$ cat src/rtl/sr_write_verify_ctrl_if.sv
// sr_write_verify_ctrl_if: command handshake between a requester and the write-verify sequencer
//   cmd_valid  requester -> sequencer  command request
//   cmd_ready  sequencer -> requester  sequencer idle and able to accept
//   cmd_data   requester -> sequencer  configuration word to load
//   max_retry  requester -> sequencer  extra verify passes allowed after the first
interface sr_write_verify_ctrl_if #(
    parameter int WIDTH       = 170,
    parameter int RETRY_WIDTH = 2
);
    logic                   cmd_valid;
    logic                   cmd_ready;
    logic [WIDTH-1:0]       cmd_data;
    logic [RETRY_WIDTH-1:0] max_retry;
    modport master (output cmd_valid, cmd_data, max_retry, input cmd_ready);
    modport slave  (input cmd_valid, cmd_data, max_retry, output cmd_ready);
endinterface

$ cat src/rtl/sr_write_verify_ctrl.sv
// sr_write_verify_ctrl: shifts a configuration word into the shift-register datapath twice and verifies the read-back
//   clk           divided datapath control clock
//   rst           asynchronous active-low reset
//   cmd           command handshake (slave side)
//   sr_start      one-cycle start pulse to the datapath
//   sr_din        word to the datapath, held from accept to done
//   sr_valid      datapath read-back valid pulse
//   sr_dout       datapath read-back word
//   prev_data     register contents before this command (pass-1 read-back)
//   done          one-cycle completion pulse
//   ok            last command verified
//   err_mismatch  retries exhausted with mismatch
//   err_timeout   per-pass watchdog expired
//   retries       retry passes used by last command
//   busy          not idle
module sr_write_verify_ctrl #(
    parameter int WIDTH         = 170,
    parameter int RETRY_WIDTH   = 2,
    parameter int TIMEOUT_WIDTH = 12,
    parameter int GAP_CYCLES    = 4
) (
    input  logic                   clk,
    input  logic                   rst,
    sr_write_verify_ctrl_if.slave  cmd,
    output logic                   sr_start,
    output logic [WIDTH-1:0]       sr_din,
    input  logic                   sr_valid,
    input  logic [WIDTH-1:0]       sr_dout,
    output logic [WIDTH-1:0]       prev_data,
    output logic                   done,
    output logic                   ok,
    output logic                   err_mismatch,
    output logic                   err_timeout,
    output logic [RETRY_WIDTH-1:0] retries,
    output logic                   busy
);
    localparam logic [2:0] IDLE   = 3'd0;
    localparam logic [2:0] START1 = 3'd1;
    localparam logic [2:0] WAIT1  = 3'd2;
    localparam logic [2:0] GAP    = 3'd3;
    localparam logic [2:0] START2 = 3'd4;
    localparam logic [2:0] WAIT2  = 3'd5;
    localparam logic [2:0] DONE   = 3'd6;
    localparam int GW = GAP_CYCLES > 1 ? $clog2(GAP_CYCLES) : 1;
    localparam logic [GW-1:0] GAP_LAST = GW'(GAP_CYCLES - 1);
    // The watchdog reaches its terminal count 2**TIMEOUT_WIDTH-1 on the edge
    // leaving the cycle in which it holds one less, so that cycle ends the pass.
    localparam logic [TIMEOUT_WIDTH-1:0] WD_LAST = ~TIMEOUT_WIDTH'(1);

    logic [2:0]               state;
    logic [RETRY_WIDTH-1:0]   limit;
    logic [TIMEOUT_WIDTH-1:0] wd;
    logic [GW-1:0]            gap_cnt;

    assign cmd.cmd_ready = state == IDLE;
    assign busy          = state != IDLE;

    always_ff @(posedge clk or negedge rst) begin
        if (!rst) begin
            state        <= IDLE;
            limit        <= '0;
            wd           <= '0;
            gap_cnt      <= '0;
            sr_start     <= 1'b0;
            sr_din       <= '0;
            prev_data    <= '0;
            done         <= 1'b0;
            ok           <= 1'b0;
            err_mismatch <= 1'b0;
            err_timeout  <= 1'b0;
            retries      <= '0;
        end else begin
            sr_start <= 1'b0;
            done     <= 1'b0;
            wd       <= wd + 1'b1;
            gap_cnt  <= gap_cnt + 1'b1;
            case (state)
                IDLE: if (cmd.cmd_valid) begin
                    sr_din       <= cmd.cmd_data;
                    limit        <= cmd.max_retry;
                    retries      <= '0;
                    ok           <= 1'b0;
                    err_mismatch <= 1'b0;
                    err_timeout  <= 1'b0;
                    sr_start     <= 1'b1;
                    state        <= START1;
                end
                START1, START2: begin
                    wd    <= '0;
                    state <= state == START1 ? WAIT1 : WAIT2;
                end
                // A read-back arriving on the terminal-count cycle takes priority over the timeout.
                WAIT1, WAIT2: if (sr_valid) begin
                    if (state == WAIT1) begin
                        prev_data <= sr_dout;
                        gap_cnt   <= '0;
                        state     <= GAP;
                    end else if (sr_dout == sr_din) begin
                        ok    <= 1'b1;
                        done  <= 1'b1;
                        state <= DONE;
                    end else if (retries != limit) begin
                        retries <= retries + 1'b1;
                        gap_cnt <= '0;
                        state   <= GAP;
                    end else begin
                        err_mismatch <= 1'b1;
                        done         <= 1'b1;
                        state        <= DONE;
                    end
                end else if (wd == WD_LAST) begin
                    err_timeout <= 1'b1;
                    done        <= 1'b1;
                    state       <= DONE;
                end
                GAP: if (gap_cnt == GAP_LAST) begin
                    sr_start <= 1'b1;
                    state    <= START2;
                end
                DONE:    state <= IDLE;
                default: state <= IDLE;
            endcase
        end
    end
endmodule

$ cat src/flat_wrapper.sv
// flat-port wrapper written by rule: the top's interface ports become plain ports
module sr_write_verify_ctrl_flat 
#(
    parameter int WIDTH         = 170,
    parameter int RETRY_WIDTH   = 2,
    parameter int TIMEOUT_WIDTH = 12,
    parameter int GAP_CYCLES    = 4
)
  (clk, rst, sr_start, sr_din, sr_valid, sr_dout, prev_data, done, ok, err_mismatch, err_timeout, retries, busy, cmd_cmd_valid, cmd_cmd_data, cmd_max_retry, cmd_cmd_ready);
  sr_write_verify_ctrl_if #(.WIDTH(WIDTH), .RETRY_WIDTH(RETRY_WIDTH)) cmd_i ();
  input  logic clk;
  input  logic rst;
  output logic sr_start;
  output logic [WIDTH-1:0] sr_din;
  input  logic sr_valid;
  input  logic [WIDTH-1:0] sr_dout;
  output logic [WIDTH-1:0] prev_data;
  output logic done;
  output logic ok;
  output logic err_mismatch;
  output logic err_timeout;
  output logic [RETRY_WIDTH-1:0] retries;
  output logic busy;
  input wire logic [$bits(cmd_i.cmd_valid)-1:0] cmd_cmd_valid;
  input wire logic [$bits(cmd_i.cmd_data)-1:0] cmd_cmd_data;
  input wire logic [$bits(cmd_i.max_retry)-1:0] cmd_max_retry;
  output wire logic [$bits(cmd_i.cmd_ready)-1:0] cmd_cmd_ready;
  assign cmd_i.cmd_valid = cmd_cmd_valid;
  assign cmd_i.cmd_data = cmd_cmd_data;
  assign cmd_i.max_retry = cmd_max_retry;
  assign cmd_cmd_ready = cmd_i.cmd_ready;
  sr_write_verify_ctrl #(.WIDTH(WIDTH), .RETRY_WIDTH(RETRY_WIDTH), .TIMEOUT_WIDTH(TIMEOUT_WIDTH), .GAP_CYCLES(GAP_CYCLES)) u_core (.clk(clk), .rst(rst), .cmd(cmd_i), .sr_start(sr_start), .sr_din(sr_din), .sr_valid(sr_valid), .sr_dout(sr_dout), .prev_data(prev_data), .done(done), .ok(ok), .err_mismatch(err_mismatch), .err_timeout(err_timeout), .retries(retries), .busy(busy));
endmodule
$ cat config.mk
export PLATFORM = sky130hd
export DESIGN_NAME = sr_write_verify_ctrl_flat
export DESIGN_NICKNAME = d
export VERILOG_FILES = /design/src/rtl/sr_write_verify_ctrl_if.sv /design/src/rtl/sr_write_verify_ctrl.sv /design/src/flat_wrapper.sv
export SDC_FILE = /design/constraint.sdc
export NUM_CORES = 1
export LEC_CHECK = 0
export BUFFER_PORTS_ARGS = -buffer_cell sky130_fd_sc_hd__buf_4
export CAP_MARGIN = 10
export CORE_AREA = 2 2 270 272
export DETAILED_ROUTE_END_ITERATION = 10
export DIE_AREA = 0 0 272 274
export PLACE_DENSITY = 0.52
export SYNTH_ARGS = -nofsm -noshare
export SYNTH_HDL_FRONTEND = slang
export SYNTH_SLANG_ARGS = --single-unit
$ cat constraint.sdc
create_clock -name clk -period 5 [get_ports clk]
set_clock_uncertainty 0.2 [all_clocks]
set_input_delay 0.5 -clock clk [delete_from_list [all_inputs] [get_ports clk]]
set_output_delay 0.5 -clock clk [all_outputs]
set_load 0.05 [all_outputs]
==> results of run 1 <==
==> worst min-delay path: stages <==
cell	delay, ns
buf_4	0.09
nand2_1	0.09
nand2_1	0.07
==> repair_timing <==
item                                    4_1_cts  5_1_grt
hold buffers                                337        0
endpoints found under the setup margin        0        0
endpoints found under the hold margin       425        0
==> final timing paths <==
| check | start | endpoint | slack [ns] | cells after the start |
|---|---|---|---|---|
| hold reg to reg | u_core.gap_cnt[0]$_DFF_PN0_ | u_core.gap_cnt[0]$_DFF_PN0_ | 0.26 | 1 |
| max in group asynchronous | rst | u_core.state[0]$_DFFE_PN0P_ | 3.17 | 3 |
| hold / removal | sr_dout[66] | u_core.prev_data[66]$_DFFE_PN0P_ | 0.02 | 3 |
| min in group asynchronous | rst | u_core.sr_din[102]$_DFFE_PN0P_ | 0.34 | 2 |
| setup reg to reg | u_core.sr_din[63]$_DFFE_PN0P_ | u_core.gap_cnt[0]$_DFF_PN0_ | 1.22 | 7 |
| setup / recovery | sr_dout[63] | u_core.gap_cnt[0]$_DFF_PN0_ | 1.09 | 9 |
==> state kept, by name, indices dropped and copies added (netlist names), 2 cells and up <==
register / cells
u_core.gap_cnt: 2
u_core.limit: 2
u_core.prev_data: 170
u_core.retries: 2
u_core.sr_din: 170
u_core.state: 3
u_core.wd: 12
==> per-stage QoR <==
step	instances	cell area [um2]	power (W)	hold slack, ns	util
floorplan	1808	15900	0.0119	0.00441	-
global placement	3398	22200	0.0161	0.248	0.309
detailed placement	3398	22200	0.0161	0.239	0.309
CTS	3819	27200	0.0200	0.00139	0.378
global route	3819	27200	0.0208	0.00282	0.378
finish	3820	27200	0.0198	0.0248	0.378
==> cell families (layout without fill, tap and decap cells) <==
| family | after synthesis | in the layout | synth area share |
|---|---|---|---|
| fa+ha+maj | 3 | 3 | 0.00236 |
| simple gates | 1140 | 1140 | 0.285 |
| flops | 366 | 366 | 0.577 |
| mux | 1 | 1 | 0.000631 |
| other cells | 0 | 1 | 0 |
| buf+inv | 91 | 1143 | 0.0237 |
| compound gates | 28 | 28 | 0.0125 |
| xor+xnor | 179 | 179 | 0.0988 |
==> power breakdown <==
part | total, W | leakage (nW) | internal [W] | switching, W
Combinational | 0.0108 | 8.52 | 0.00311 | 0.00766
Sequential | 0.00543 | 4.63 | 0.00427 | 0.00117
Clock | 0.00361 | 0.802 | 0.00220 | 0.00141
==> metal layers <==
layer / vias to the layer above / track usage
li1: 7650 / -
met1: 7712 / 0.252
met2: 553 / 0.351
met3: 120 / 0.0439
met4: 12 / 0.0643
met5: - / 0
==> area by class of cell <==
| class | instances | area (um2) | area share |
|---|---|---|---|
| Clock inverter | 17 | 223 | 0.00818 |
| Sequential cell | 366 | 9160 | 0.336 |
| Antenna cell | 1 | 2.50 | 0.0000919 |
| Clock buffer | 67 | 1400 | 0.0516 |
| Timing Repair Buffer | 1050 | 8830 | 0.325 |
| Multi-Input combinational cell | 1351 | 6370 | 0.234 |
| Tap cell | 959 | 1200 | 0.0441 |
| Inverter | 9 | 33.8 | 0.00124 |
==> cells in the final DEF (no fill, tap or decap), drive strengths merged, types with 2 or more instances in the layout <==
| cell type | count |
|---|---|
| a31oi | 3 |
| clkinvlp | 2 |
| nand2 | 1032 |
| o221ai | 2 |
| bufinv | 5 |
| clkbuf | 67 |
| clkinv | 10 |
| and4 | 2 |
| nand4 | 41 |
| dfrtp | 366 |
| a21oi | 6 |
| dlygate4sd3 | 337 |
| xor2 | 22 |
| inv | 9 |
| ha | 3 |
| nor2b | 2 |
| nor2 | 19 |
| buf | 713 |
| xnor2 | 157 |
| o211ai | 2 |
| nand3 | 14 |
| and3 | 4 |
| nor3 | 4 |
| o21ai | 8 |
| nor4 | 13 |
| and2 | 5 |
==> qor.csv, run 1 <==
stage,metric,value,unit
placement,numPortBuffers,694,
drt,wl_met1,33.1,mm
yosys,synth.most_common_cell,nand2_1,
clock_network,clk-insertion-delay-late,0.58,ns
timing,fin_ws,1.09,ns
clock_network,post-cts-setup-buffers,0,
yosys,synth_top_cell_by_area,dfrtp_1,
yosys,synth_ff_type,dfrtp_1,
critical_path,crit_path_start_kind,input port,
placement,dp_slack,0.928,ns
global_routing,grt_overflow,0,
yosys,synth_cells,1808,
die,die_height,274,um
timing,timing.final.crit_share,0.781,
placement,gp_congestion,0.836,
die,num_rows,99,
timing,period_minus_slack,3.91,ns
yosys,synth-async-reset-ratio,1.00,
die,die_x,272,um
outcome,status,"complete, no violations",
yosys,ys_types,40,
drt,finalWirelength,78.7,mm
clock_network,htreeDepth,2,
drt,vias_per_cell,4.20,
yosys,synth_area_leaders,"dfrtp_1 58%, nand2_1 24%, xnor2_1 8.7%",
timing,slew_headroom,0.234,
timing,fmax,256,MHz
timing,setup_viol,0,
critical_path,crit_fanout,5,
critical_path,critPathSlowestCell,nor4_1,
timing,slew_violations,0,
yosys,ys_warn_count,0,
critical_path,required,5.28,ns
final_layout,drive_gt1_frac,0.280,
drt,route.vias.total,16000,
critical_path,crit_buf_inv,2,
critical_path,cp_top_family,simple AND/OR/NAND/NOR gates,
power_and_ir_drop,cellPowerDensity,728,nW/um2
yosys,synth_edf_count,0,
flow_run,maxCapViolCount,0,
die,core,72000,um2
drt,met3WireLength,4.58,mm
global_routing,antenna_found_initial,8,
drt,drtIter0Drc,925,
timing,fin_tns_setup,0,ns
yosys,synth.top_cell.area_share,0.577,
die,start_util,0.221,
hold_path,hp-class,in -> reg,
placement,dp.final_hpwl,59.0,mm
final_layout,fillCellCount,7282,
clock_network,cts_tree,built,
critical_path,path_cells,dlygate4sd3_1 > buf_4 > xnor2_1 > nand4_1 > nor4_1 > nand4_1 > nor4_4 > nor2_2 > a311oi_2,
drt,dr.max_layer_used,met5,
power_and_ir_drop,p_leak,13.9,nW
global_routing,grt_usage,0.203,
critical_path,critPathMaxStageDelay,0.97,ns
final_layout,area_delta_synth_final,71.5,%
drt,wl_per_cell,20.6,um
yosys,syn_area,15900,um2
critical_path,cp_common_cell,nand4_1,
drt,ant_nets,0,
yosys,synth_common_cells,"1,032 x nand2_1, 366 x dfrtp_1, 157 x xnor2_1, 53 x clkbuf_1, 40 x nand4_1",
global_routing,grt_max_degree,94,
global_routing,first_global_vias,16200,
power_and_ir_drop,max-vdd-ir-drop,0.365,mV
critical_path,crit_type,in -> reg,
timing,finalHoldViolCount,0,
timing,worst_pin_slew,1.14,ns
yosys,syn_area_per_cell,8.78,um2
drt,met2_length,38.5,mm
critical_path,cp-end-kind,register,
global_routing,grt_first_pass_wirelength,111,mm
yosys,ys_ff_latch,366,
yosys,synth.net_count,2157,
timing,rsz0062_at_grt,no,
drt,drc,0,
final_layout,layout.nets,3173,
die,boundaryPins,695,
clock_network,cts.sinks,366,
clock_network,clkTransAtPathRegs,0.06,ns
clock_network,cts_buffers,46,
yosys,ys_seq_area_frac,0.577,
die,dieArea,74500,um2
clock_network,cts_buffer_depth,3,
drt,firstDrtPassIters,5,
critical_path,cp.arrival,4.18,ns
clock_network,cts-root-buf,clkbuf_16,
clock_network,cts_resized,0,
No activity file was read; power rests on OpenSTA's default activity.
==> run 2, diff against run 1 <==
--- a/config.mk
+++ b/config.mk
@@ -10,7 +10,7 @@
 export CORE_AREA = 2 2 270 272
 export DETAILED_ROUTE_END_ITERATION = 10
 export DIE_AREA = 0 0 272 274
-export PLACE_DENSITY = 0.52
+export PLACE_DENSITY = 0.53
 export SYNTH_ARGS = -nofsm -noshare
 export SYNTH_HDL_FRONTEND = slang
 export SYNTH_SLANG_ARGS = --single-unit
==> constraint.sdc (replaced) <==
create_clock -name clk -period 3.25 [get_ports clk]
set_clock_uncertainty 0.2 [all_clocks]
set_input_delay 0.325 -clock clk [delete_from_list [all_inputs] [get_ports clk]]
set_output_delay 0.325 -clock clk [all_outputs]
set_load 0.05 [all_outputs]
==> run 2 against run 1 <==
- routed wire length increased by 0.33%
- via count increased by 0.88%
- power increased by 53%
- first-iteration DRC count decreased by 11%
- sequential share of layout area decreased by 0.50 points
- worst setup slack got worse by 0.95 ns
- combinational power increased by 57%
- register-to-register slack got worse by 1.1 ns
- non-clock buffer count increased by 58
- largest power group unchanged
==> qor.csv, run 2 (same netlist as run 1, synthesis figures left out) <==
stage,metric,value,unit
final_layout,drive_gt1_frac,0.291,
placement,gp_congestion,0.883,
timing,slew_headroom,0.471,
final_layout,layout_common_cells,"1,031 x nand2_1, 747 x buf_4, 366 x dfrtp_1",
global_routing,met2_usage,0.353,
die,dieArea,74500,um2
critical_path,path_cells,dlygate4sd3_1 > buf_4 > xnor2_1 > nand4_1 > nor4_4 > nand4_2 > nor4_4 > buf_4 > nor2_2 > a311oi_2,
timing,rsz0062_at_grt,no,
global_routing,grt_max_degree,90,
global_routing,met3_usage,0.0419,
critical_path,cp_top_family,simple AND/OR/NAND/NOR gates,
die,die_height,274,um
clock_network,clk-insertion-delay-late,0.57,ns
placement,dp.final_hpwl,60.3,mm
power_and_ir_drop,cellPowerDensity,1100,nW/um2
drt,wl_per_cell,20.4,um
global_routing,grt_first_pass_wirelength,113,mm
power_and_ir_drop,max-vdd-ir-drop,0.639,mV
final_layout,area_delta_synth_final,74.1,%
critical_path,critPathSlowestCell,dlygate4sd3_1,
drt,drc,0,
outcome,status,"complete, no violations",
clock_network,clkTransAtPathRegs,0.05,ns
die,boundaryPins,695,
critical_path,required,3.51,ns
critical_path,r2r-start,u_core.sr_din[140]$_DFFE_PN0P_,
clock_network,cts_buffers,44,
timing,fmax,322,MHz
global_routing,first_global_vias,16600,
global_routing,grt_overflow,0,
timing,worst_pin_slew,0.791,ns
die,num_rows,99,
die,die_x,272,um
global_routing,grt_usage,0.206,
critical_path,cp-end-kind,register,
clock_network,cts-root-buf,clkbuf_16,
global_routing,grt-busiest-layer,met2,
critical_path,crit_type,in -> reg,
die,core,72000,um2
drt,route.vias.total,16200,
drt,ant_nets,0,
critical_path,r2r_end,u_core.gap_cnt[0]$_DFF_PN0_,
power_and_ir_drop,p_leak,14.2,nW
drt,firstDrtPassIters,4,
critical_path,r2r_slack,0.16,ns
critical_path,crit_fanout,5,
power_and_ir_drop,p_total,0.0304,W
timing,finalHoldViolCount,0,
timing,timing.final.crit_share,0.955,
flow_run,maxCapViolCount,0,
clock_network,cts.sinks,366,
drt,drtIter0Drc,820,
global_routing,grtUsageMet1,0.260,
critical_path,critPathMaxStageDelay,0.54,ns
drt,vias_per_cell,4.18,
critical_path,reg2reg_depth,8,
global_routing,antenna_found_initial,5,
clock_network,cts_buffer_depth,3,
critical_path,cp.arrival,3.37,ns
timing,period_minus_slack,3.10,ns
final_layout,top_regs,"u_core.prev_data (170), u_core.sr_din (170), u_core.wd (12)",
die,start_util,0.221,
clock_network,cts_tree,built,
clock_network,htreeDepth,2,
final_layout,layout.nets,3229,
timing,slew_violations,0,
timing,setup_viol,0,
hold_path,hp-class,in -> async,
placement,numPortBuffers,694,
critical_path,crit_path_start_kind,input port,
timing,fin_tns_setup,0,ns
critical_path,crit_buf_inv,3,
drt,finalWirelength,78.9,mm
final_layout,final_common_cell,nand2_1,
==> run 2: layer usage <==
| metal | part of all wire | wire length (um) | vias to the layer above |
|---|---|---|---|
| li1 | - | - | 7746 |
| met1 | 0.42 | 33400 | 7787 |
| met2 | 0.49 | 38800 | 550 |
| met3 | 0.057 | 4470 | 104 |
| met4 | 0.029 | 2260 | 2 |
| met5 | 0.00015 | 12 | - |
==> run 2: cell type report <==
| type | count | area, um2 |
|---|---|---|
| Fill cell | 7309 | 44300 |
| Timing Repair Buffer | 1108 | 9380 |
| Sequential cell | 366 | 9160 |
| Multi-Input combinational cell | 1351 | 6380 |
| Clock buffer | 64 | 1310 |
| Tap cell | 959 | 1200 |
| Clock inverter | 16 | 170 |
| Inverter | 9 | 33.8 |
| Antenna cell | 1 | 2.50 |
==> run 2: metrics by stage <==
step / util / setup slack [ns] / instances / hold WS [ns] / cell area, um2
after global routing: 0.384 / 0.00114 / 3874 / 0.144 / 27600
after detailed placement: 0.315 / -0.385 / 3448 / 0.123 / 22700
after global placement: 0.315 / -0.348 / 3448 / 0.127 / 22700
final: 0.384 / 0.146 / 3874 / 0.114 / 27600
after CTS: 0.384 / 0.00652 / 3873 / 0.109 / 27600
after floorplan: - / 0.306 / 1808 / -0.171 / 15900
==> run 2: power by group <==
part | switching [W] | total (W) | internal [W]
registers | 0.00175 | 0.00831 | 0.00657
clock network | 0.00204 | 0.00507 | 0.00303
logic | 0.0119 | 0.0170 | 0.00511
==> run 2: how the worst max path moves through the flow <==
stage                                        start                             end  cells after the start  slack, ns
floorplan              u_core.state[0]$_DFFE_PN0P_  u_core.sr_din[118]$_DFFE_PN0P_                      7       0.31
global placement                      sr_dout[140]     u_core.gap_cnt[0]$_DFF_PN0_                      9      -0.35
detailed placement                     sr_dout[32]     u_core.gap_cnt[0]$_DFF_PN0_                     10      -0.38
CTS                  u_core.sr_din[32]$_DFFE_PN0P_     u_core.gap_cnt[0]$_DFF_PN0_                      9      0.007
global route        u_core.sr_din[140]$_DFFE_PN0P_     u_core.gap_cnt[0]$_DFF_PN0_                      8      0.001
finish                                sr_dout[140]     u_core.gap_cnt[0]$_DFF_PN0_                     10       0.15
==> run 2: worst reg2reg max path, stage by stage, from the launching register on <==
cell      delay [ns]
dfrtp_1         0.40
xnor2_1         0.57
nand4_1         0.28
nor4_4          0.46
nand4_2         0.23
nor4_4          0.32
buf_4           0.21
nor2_2          0.06
a311oi_2        0.27
==> run 2: timing repair <==
item / CTS / global route
pin swaps: 0 / 1
hold buffers: 345 / 0
endpoints found under the hold margin: 498 / 0
endpoints found under the setup margin: 9 / 1
gates resized for setup: 2 / 0
buffers inserted: 0 / 0
